===== config.mk =====
export PLATFORM = sky130hd
export DESIGN_NAME = mem_port_arbiter_flat
export DESIGN_NICKNAME = d
export VERILOG_FILES = /design/src/rtl/mem_port_arbiter_if.sv /design/src/rtl/mem_port_arbiter.sv /design/src/flat_wrapper.sv
export SDC_FILE = /design/constraint.sdc
export NUM_CORES = 1
export LEC_CHECK = 0
export ABC_AREA = 1
export BUFFER_PORTS_ARGS = -buffer_cell sky130_fd_sc_hd__buf_2
export CAP_MARGIN = 20
export CORE_ASPECT_RATIO = 0.9
export CORE_MARGIN = 2
export CORE_UTILIZATION = 41
export DETAILED_ROUTE_END_ITERATION = 8
export HOLD_SLACK_MARGIN = 0.05
export PLACE_DENSITY = 0.76
export SLEW_MARGIN = 20
export SYNTH_ARGS = -nofsm -noshare
export SYNTH_HDL_FRONTEND = slang
export SYNTH_SLANG_ARGS = --single-unit

===== constraint.sdc =====
create_clock -name clk -period 3.95 [get_ports clk]
set_input_delay 0.5925 -clock clk [delete_from_list [all_inputs] [get_ports clk]]
set_output_delay 0.5925 -clock clk [all_outputs]
set_load 0.005 [all_outputs]

===== src/rtl/mem_port_arbiter_if.sv =====
// Bus bundle between the arbiter, its two requesters (core and debug port)
// and the shared instruction/data memory.
interface mem_port_arbiter_if #(
   parameter int AW = 32,
   parameter int DW = 32
) ();

   // core datapath port
   logic          cpu_req;
   logic          cpu_we;
   logic [AW-1:0] cpu_addr;
   logic [DW-1:0] cpu_wdata;
   logic [DW-1:0] cpu_rdata;
   logic          cpu_ready;

   // debug / program-loader port
   logic          dbg_req;
   logic          dbg_we;
   logic [AW-1:0] dbg_addr;
   logic [DW-1:0] dbg_wdata;
   logic [DW-1:0] dbg_rdata;
   logic          dbg_ready;
   logic          dbg_halt;

   // memory side
   logic          mem_en;
   logic          mem_we;
   logic [AW-1:0] mem_addr;
   logic [DW-1:0] mem_wdata;
   logic [DW-1:0] mem_rdata;

   // current owner, one-hot: [0]=cpu, [1]=dbg
   logic [1:0]    grant;

   // arbiter side
   modport slave (
      input  cpu_req, cpu_we, cpu_addr, cpu_wdata,
      output cpu_rdata, cpu_ready,
      input  dbg_req, dbg_we, dbg_addr, dbg_wdata, dbg_halt,
      output dbg_rdata, dbg_ready,
      output mem_en, mem_we, mem_addr, mem_wdata,
      input  mem_rdata,
      output grant
   );

   // requester / memory side
   modport master (
      output cpu_req, cpu_we, cpu_addr, cpu_wdata,
      input  cpu_rdata, cpu_ready,
      output dbg_req, dbg_we, dbg_addr, dbg_wdata, dbg_halt,
      input  dbg_rdata, dbg_ready,
      input  mem_en, mem_we, mem_addr, mem_wdata,
      output mem_rdata,
      input  grant
   );

endinterface


===== src/rtl/mem_port_arbiter.sv =====
// Round-robin arbiter sharing the unified MIPS memory between the core
// datapath and the debug/program-loader port. Each granted transaction
// runs a fixed MEM_LAT-cycle access and ends with a one-cycle ready pulse
// to its owner. dbg_halt keeps the core from being granted new accesses.
module mem_port_arbiter #(
   parameter int AW      = 32,
   parameter int DW      = 32,
   parameter int MEM_LAT = 2
) (
   input  logic clk,
   input  logic reset,
   mem_port_arbiter_if.slave bus
);

   localparam int CW = (MEM_LAT > 1) ? $clog2(MEM_LAT) : 1;

   typedef enum logic [1:0] {
      IDLE   = 2'd0,
      ACCESS = 2'd1,
      DONE   = 2'd2
   } state_t;

   // last_q doubles as the owner of the transaction in flight, because it
   // is loaded with the winner on every grant.
   typedef enum logic {
      REQ_CPU = 1'b0,
      REQ_DBG = 1'b1
   } req_t;

   state_t        state_q,     state_d;
   logic [CW-1:0] cnt_q,       cnt_d;
   req_t          last_q,      last_d;
   logic [1:0]    grant_q,     grant_d;
   logic          mem_en_q,    mem_en_d;
   logic          mem_we_q,    mem_we_d;
   logic [AW-1:0] mem_addr_q,  mem_addr_d;
   logic [DW-1:0] mem_wdata_q, mem_wdata_d;
   logic [DW-1:0] cpu_rdata_q, cpu_rdata_d;
   logic [DW-1:0] dbg_rdata_q, dbg_rdata_d;

   logic cpu_elig;
   logic dbg_elig;
   logic pick_dbg;

   // Next-state and next-register values for the IDLE/ACCESS/DONE sequence.
   always_comb begin
      // NOTE: every signal written here gets its default first, so no path
      // leaves one unassigned and no latch is inferred.
      state_d     = state_q;
      cnt_d       = cnt_q;
      last_d      = last_q;
      grant_d     = grant_q;
      mem_en_d    = mem_en_q;
      mem_we_d    = mem_we_q;
      mem_addr_d  = mem_addr_q;
      mem_wdata_d = mem_wdata_q;
      cpu_rdata_d = cpu_rdata_q;
      dbg_rdata_d = dbg_rdata_q;

      cpu_elig = bus.cpu_req && !bus.dbg_halt;
      dbg_elig = bus.dbg_req;
      // On a tie the requester that did not win last time goes next.
      pick_dbg = dbg_elig && (!cpu_elig || (last_q == REQ_CPU));

      unique case (state_q)
         IDLE: begin
            if (cpu_elig || dbg_elig) begin
               last_d   = pick_dbg ? REQ_DBG : REQ_CPU;
               grant_d  = pick_dbg ? 2'b10 : 2'b01;
               mem_en_d = 1'b1;
               if (pick_dbg) begin
                  mem_we_d    = bus.dbg_we;
                  mem_addr_d  = bus.dbg_addr;
                  mem_wdata_d = bus.dbg_wdata;
               end else begin
                  mem_we_d    = bus.cpu_we;
                  mem_addr_d  = bus.cpu_addr;
                  mem_wdata_d = bus.cpu_wdata;
               end
               cnt_d   = CW'(MEM_LAT - 1);
               state_d = ACCESS;
            end
         end

         ACCESS: begin
            if (cnt_q != '0) begin
               cnt_d = cnt_q - CW'(1);
            end else begin
               // Last access cycle: read data is valid now.
               if (!mem_we_q) begin
                  if (last_q == REQ_CPU) cpu_rdata_d = bus.mem_rdata;
                  else                   dbg_rdata_d = bus.mem_rdata;
               end
               mem_en_d = 1'b0;
               mem_we_d = 1'b0;
               state_d  = DONE;
            end
         end

         DONE: begin
            // Address and data return to zero so the memory bus is quiet in IDLE.
            grant_d     = 2'b00;
            mem_addr_d  = '0;
            mem_wdata_d = '0;
            state_d     = IDLE;
         end

         default: begin
            state_d = IDLE;
         end
      endcase
   end

   // State and datapath registers; async reset aborts any transaction in flight.
   always_ff @(posedge clk or posedge reset) begin
      if (reset) begin
         state_q     <= IDLE;
         cnt_q       <= '0;
         last_q      <= REQ_DBG;
         grant_q     <= 2'b00;
         mem_en_q    <= 1'b0;
         mem_we_q    <= 1'b0;
         mem_addr_q  <= '0;
         mem_wdata_q <= '0;
         cpu_rdata_q <= '0;
         dbg_rdata_q <= '0;
      end else begin
         // NOTE: non-blocking assignments make every register sample the
         // pre-edge values, so ordering inside this block does not matter.
         state_q     <= state_d;
         cnt_q       <= cnt_d;
         last_q      <= last_d;
         grant_q     <= grant_d;
         mem_en_q    <= mem_en_d;
         mem_we_q    <= mem_we_d;
         mem_addr_q  <= mem_addr_d;
         mem_wdata_q <= mem_wdata_d;
         cpu_rdata_q <= cpu_rdata_d;
         dbg_rdata_q <= dbg_rdata_d;
      end
   end

   assign bus.grant     = grant_q;
   assign bus.mem_en    = mem_en_q;
   assign bus.mem_we    = mem_we_q;
   assign bus.mem_addr  = mem_addr_q;
   assign bus.mem_wdata = mem_wdata_q;
   assign bus.cpu_rdata = cpu_rdata_q;
   assign bus.dbg_rdata = dbg_rdata_q;

   // Ready is decoded from the registered DONE state and owner, so it is a
   // clean single-cycle pulse to exactly one requester.
   assign bus.cpu_ready = (state_q == DONE) && (last_q == REQ_CPU);
   assign bus.dbg_ready = (state_q == DONE) && (last_q == REQ_DBG);

endmodule


===== src/flat_wrapper.sv =====
// flat-port wrapper written by rule: the top's interface ports become plain ports
module mem_port_arbiter_flat 
#(
   parameter int AW      = 32,
   parameter int DW      = 32,
   parameter int MEM_LAT = 2
)
  (clk, reset, bus_cpu_req, bus_cpu_we, bus_cpu_addr, bus_cpu_wdata, bus_cpu_rdata, bus_cpu_ready, bus_dbg_req, bus_dbg_we, bus_dbg_addr, bus_dbg_wdata, bus_dbg_halt, bus_dbg_rdata, bus_dbg_ready, bus_mem_en, bus_mem_we, bus_mem_addr, bus_mem_wdata, bus_mem_rdata, bus_grant);
  mem_port_arbiter_if #(.AW(AW), .DW(DW)) bus_i ();
  input  logic clk;
  input  logic reset;
  input wire logic [$bits(bus_i.cpu_req)-1:0] bus_cpu_req;
  input wire logic [$bits(bus_i.cpu_we)-1:0] bus_cpu_we;
  input wire logic [$bits(bus_i.cpu_addr)-1:0] bus_cpu_addr;
  input wire logic [$bits(bus_i.cpu_wdata)-1:0] bus_cpu_wdata;
  output wire logic [$bits(bus_i.cpu_rdata)-1:0] bus_cpu_rdata;
  output wire logic [$bits(bus_i.cpu_ready)-1:0] bus_cpu_ready;
  input wire logic [$bits(bus_i.dbg_req)-1:0] bus_dbg_req;
  input wire logic [$bits(bus_i.dbg_we)-1:0] bus_dbg_we;
  input wire logic [$bits(bus_i.dbg_addr)-1:0] bus_dbg_addr;
  input wire logic [$bits(bus_i.dbg_wdata)-1:0] bus_dbg_wdata;
  input wire logic [$bits(bus_i.dbg_halt)-1:0] bus_dbg_halt;
  output wire logic [$bits(bus_i.dbg_rdata)-1:0] bus_dbg_rdata;
  output wire logic [$bits(bus_i.dbg_ready)-1:0] bus_dbg_ready;
  output wire logic [$bits(bus_i.mem_en)-1:0] bus_mem_en;
  output wire logic [$bits(bus_i.mem_we)-1:0] bus_mem_we;
  output wire logic [$bits(bus_i.mem_addr)-1:0] bus_mem_addr;
  output wire logic [$bits(bus_i.mem_wdata)-1:0] bus_mem_wdata;
  input wire logic [$bits(bus_i.mem_rdata)-1:0] bus_mem_rdata;
  output wire logic [$bits(bus_i.grant)-1:0] bus_grant;
  assign bus_i.cpu_req = bus_cpu_req;
  assign bus_i.cpu_we = bus_cpu_we;
  assign bus_i.cpu_addr = bus_cpu_addr;
  assign bus_i.cpu_wdata = bus_cpu_wdata;
  assign bus_cpu_rdata = bus_i.cpu_rdata;
  assign bus_cpu_ready = bus_i.cpu_ready;
  assign bus_i.dbg_req = bus_dbg_req;
  assign bus_i.dbg_we = bus_dbg_we;
  assign bus_i.dbg_addr = bus_dbg_addr;
  assign bus_i.dbg_wdata = bus_dbg_wdata;
  assign bus_i.dbg_halt = bus_dbg_halt;
  assign bus_dbg_rdata = bus_i.dbg_rdata;
  assign bus_dbg_ready = bus_i.dbg_ready;
  assign bus_mem_en = bus_i.mem_en;
  assign bus_mem_we = bus_i.mem_we;
  assign bus_mem_addr = bus_i.mem_addr;
  assign bus_mem_wdata = bus_i.mem_wdata;
  assign bus_i.mem_rdata = bus_mem_rdata;
  assign bus_grant = bus_i.grant;
  mem_port_arbiter #(.AW(AW), .DW(DW), .MEM_LAT(MEM_LAT)) u_core (.clk(clk), .reset(reset), .bus(bus_i));
endmodule

==> flow_results.org <==
** Final layout
- Synth-to-layout area growth :: 36.9%
- Final layout net count :: 1092
- # fillers :: roughly 1300
- Fraction of final layout cells sized beyond drive strength 1 :: 37.6%

** Global route
- Top Usage Layer GRT :: met2
- Maximum number of pins on one net before global-route repair :: 67
- Global-route congestion overflow total :: 0
- The number of global-route vias before repair is 5881.
- Global routing consumed, on the met1 layer, 31.2% of the routing resources.
- GR Layer Usage met2 :: 38.8%
- GR Layer Usage met3 :: 5.39%
- The first global-routing pass estimated 29600 um of wire.
- Global routing used 24.3% of the available tracks.
- The number of antenna violations at the first check in global routing came to 2.

** Timing
- Clock skew after layout :: around 0.0066 ns
- Relative slew slack :: just over 50%
- Slew Limit Fails :: 0
- Setup_tns :: 0 ns
- Worst Max-Slew Pin Slew :: 0.725 ns
- Setup repair after global routing left no endpoint under its margin.
- Hold is met by 0.278 ns.
- Period utilisation layout :: 54.8%
- Timing would allow up to 462 MHz.
- Min Tclk post-route :: 2.17 ns
- Number of failing setup endpoints in the final timing report :: 0
- Final count of hold timing violations :: 0

** CTS
- The tree is rooted in a sky130_fd_sc_hd__clkbuf_16.
- TritonCTS clock tree :: yes
- Post-CTS repair changed the size of 0 cells.
- Clock tree synthesis found a total of 136 sinks.
- Clock-pin slew on the worst setup and hold paths :: 0.06 ns
- Setup repair bufs after CTS :: 0
- No sink is reached through more buffers than the 2 on the longest clock path.
- Worst skew pair latency :: 0.41 ns
- In this run, post-CTS hold repair placed 0 buffers.
- In this run, CTS created clock tree buffers numbering 17.
- H-tree depth :: 4

** Critical path
- Category of the critical setup timing path :: in -> reg
- Highest fanout seen on the critical path :: 50
- On the worst path, the slowest cell contributes a delay of 0.54 ns.
- Traced cell by cell, the critical path runs through buf_2, inv_2, a21oi_4, buf_4, nand3_1, nand3_1.
- Crit. End Element :: flip-flop
- On the critical path, the stage with the largest delay is an instance of sky130_fd_sc_hd__buf_4.
- Critical path required time :: 4.29 ns
- Crit path arrival time :: approximately 2.5 ns
- Worst path most repeated cell :: sky130_fd_sc_hd__nand3_1
- The worst setup path is launched from a primary input.

** Detailed routing
- In the final routed layout, each cell accounts on average for around 16 um.
- In this run the remaining antenna-violating nets after routing total 0.
- Via count :: 5876
- For this block, the initial DRC count from the detailed router was ~540.
- WL final :: 18500 um
- Count of TritonRoute iterations in the first routing pass :: 5
- After detailed routing, the number of remaining DRC violations is 0.
- In the routed layout, each cell is associated on average with a via count of 5.19.

** Floorplan
- I/O pins :: 301
- Area of the placeable core :: 14100 sq um
- The floorplan step set the die height to roughly 120 um.
- Number of rows in the core area :: 41
- The floorplan step set the die width to 131 um.
- Initial core utilization :: between 40% and 50%
- Die Footprint :: around 15000 sq um

** Placed design
- Detail Placement HPWL :: 12300 um
- Input and output buffers added on the ports amount to 300.
- At the end of routability-driven placement, the weighted congestion stood at 0.851.

** Min path
- Class of the worst hold path :: in -> async

** Outcome
- The flow ran to the end, and the final reports show no timing, DRC or antenna violations.

** Synthesis
- Synth top cells by count :: sky130_fd_sc_hd__nand3_1 (195), sky130_fd_sc_hd__dfrtp_1 (135), sky130_fd_sc_hd__nand2_1 (78)
- Most numerous cell in the Yosys netlist :: sky130_fd_sc_hd__nand3_1
- Yosys mapped a number of flops with a built-in enable equal to 0.
- In the synthesized netlist the dominant register cell turns out to be sky130_fd_sc_hd__dfrtp_1.
- Each instance of the synthesized netlist takes up on average 9.04 sq um.
- Yosys cell types :: 19
- Total standard cell area after synthesis :: 5940 sq um
- Cell type contributing the most total cell area after synthesis :: sky130_fd_sc_hd__dfrtp_1
- During synthesis, Yosys emitted a total of 0 warnings.
- In the post-synthesis netlist, the biggest area contributors are sky130_fd_sc_hd__dfrtp_1 (57%), sky130_fd_sc_hd__nand3_1 (16%), sky130_fd_sc_hd__nand4_1 (6.7%), sky130_fd_sc_hd__o21ai_0 (5.3%), sky130_fd_sc_hd__nand2_1 (4.9%).
- When the netlist entered floorplanning its net count stood at 824.
- Summing the sequential cell areas from Yosys gives a little under three fifths of the chip area.
- In the synthesized netlist the async set-or-reset flop fraction comes to 100%.
- Post-synthesis register bit count :: ~140
- Area share of the largest cell type after synthesis :: 56.9%
- Synthesis produced a netlist whose cell count is 657.

** Power
- Leakage Power :: 4.33 nW
- Total power :: between 6 and 7 mW
- Max IR drop VDD :: 0.000333 V
- For this design the ratio of total power to cell area is 819 nW/um^2.

** Job
- Max-cap violations in this run came to 0.
-- where the power goes --
group	leakage [nW]	internal [mW]	switching, mW
combinational	2.38	1.06	1.50
clock	0.288	0.998	0.621
sequential	1.66	2.10	0.382
-- flip-flops by register name, indices dropped and copies added, names as in the netlist --
register              flops
u_core.bus.cpu_rdata     32
u_core.bus.dbg_rdata     32
u_core.bus.mem_addr      32
u_core.bus.mem_wdata     32
u_core.bus.grant          2
u_core.state_q            2
u_core.bus.mem_en         1
u_core.bus.mem_we         1
u_core.cnt_q              1
u_core.last_q             1
-- cell type report --
type                    instances  area (sq um)  share of cell area (%)
well taps                     193           241                    2.97
clock inverters                14           171                    2.11
flip-flops and latches        136          3400                    41.9
repair buffers                310          1600                    19.7
inverters                      42           161                    1.99
diodes                          2          5.00                  0.0616
multi-input cells             418          2110                    26.0
clock buffers                  18           429                    5.28
-- final timing paths --
| check | start | end | slack, ns | cells past startpoint |
|---|---|---|---|---|
| setup / recovery | bus_dbg_req | u_core.bus.mem_wdata[13] | 1.79 | 6 |
| hold / removal | reset | u_core.bus.cpu_rdata[0] | 0.28 | 2 |
| setup reg to reg | u_core.last_q | u_core.bus.mem_addr[25] | 1.88 | 5 |
| hold reg to reg | u_core.bus.grant[0] | u_core.bus.grant[0] | 0.46 | 2 |
| max in group asynchronous | reset | u_core.bus.mem_addr[26] | 2.65 | 3 |
| min in group clk | bus_cpu_wdata[20] | u_core.bus.mem_wdata[20] | 0.41 | 3 |
-- worst max-delay path, delay by kind of cell --
kind                   cells  cell delay (ns)
AO/OA/AOI/OAI              1             0.48
AND/OR/NAND/NOR            2             0.27
buffers and inverters      3             1.12
-- layout by cell type (no fill, tap or decap), drive strengths merged --
cell type	count
dfstp	1
buf	310
o21ai	68
nand2	79
clkbuf	18
bufinv	3
diode	2
clkinv	4
clkinvlp	4
nor2	8
a21oi	1
inv	45
nand3b	2
nand4	64
dfrtp	135
nand3	196
-- stage by stage --
step | area [sq um] | instances | worst slack, ns | util, %
after CTS | 8100 | 1130 | 1.72 | 57.4
final | 8130 | 1133 | 1.79 | 57.6
after global routing | 8130 | 1133 | 1.61 | 57.6
after floorplan | 5940 | 657 | 1.67 | -
after global placement | 7500 | 1098 | 1.42 | 53.1
after detailed placement | 7500 | 1098 | 1.38 | 53.1
-- per-layer routing --
metal | vias up | share of wire [%]
met3 | 34 | 6.8
li1 | 2833 | -
met1 | 2754 | 42
met2 | 255 | 48
met4 | 0 | 2.7
met5 | - | 0
-- cell families (layout without fill, tap and decap cells) --
family	Yosys count	in the layout	synth area share (%)
AOI/OAI and AO/OA	69	69	5.88
buffers and inverters	103	384	7.63
DFF	136	136	57.3
other	0	2	0
and+or+nand+nor	349	349	29.2
Note: power is estimated with default switching activity, not from simulation.
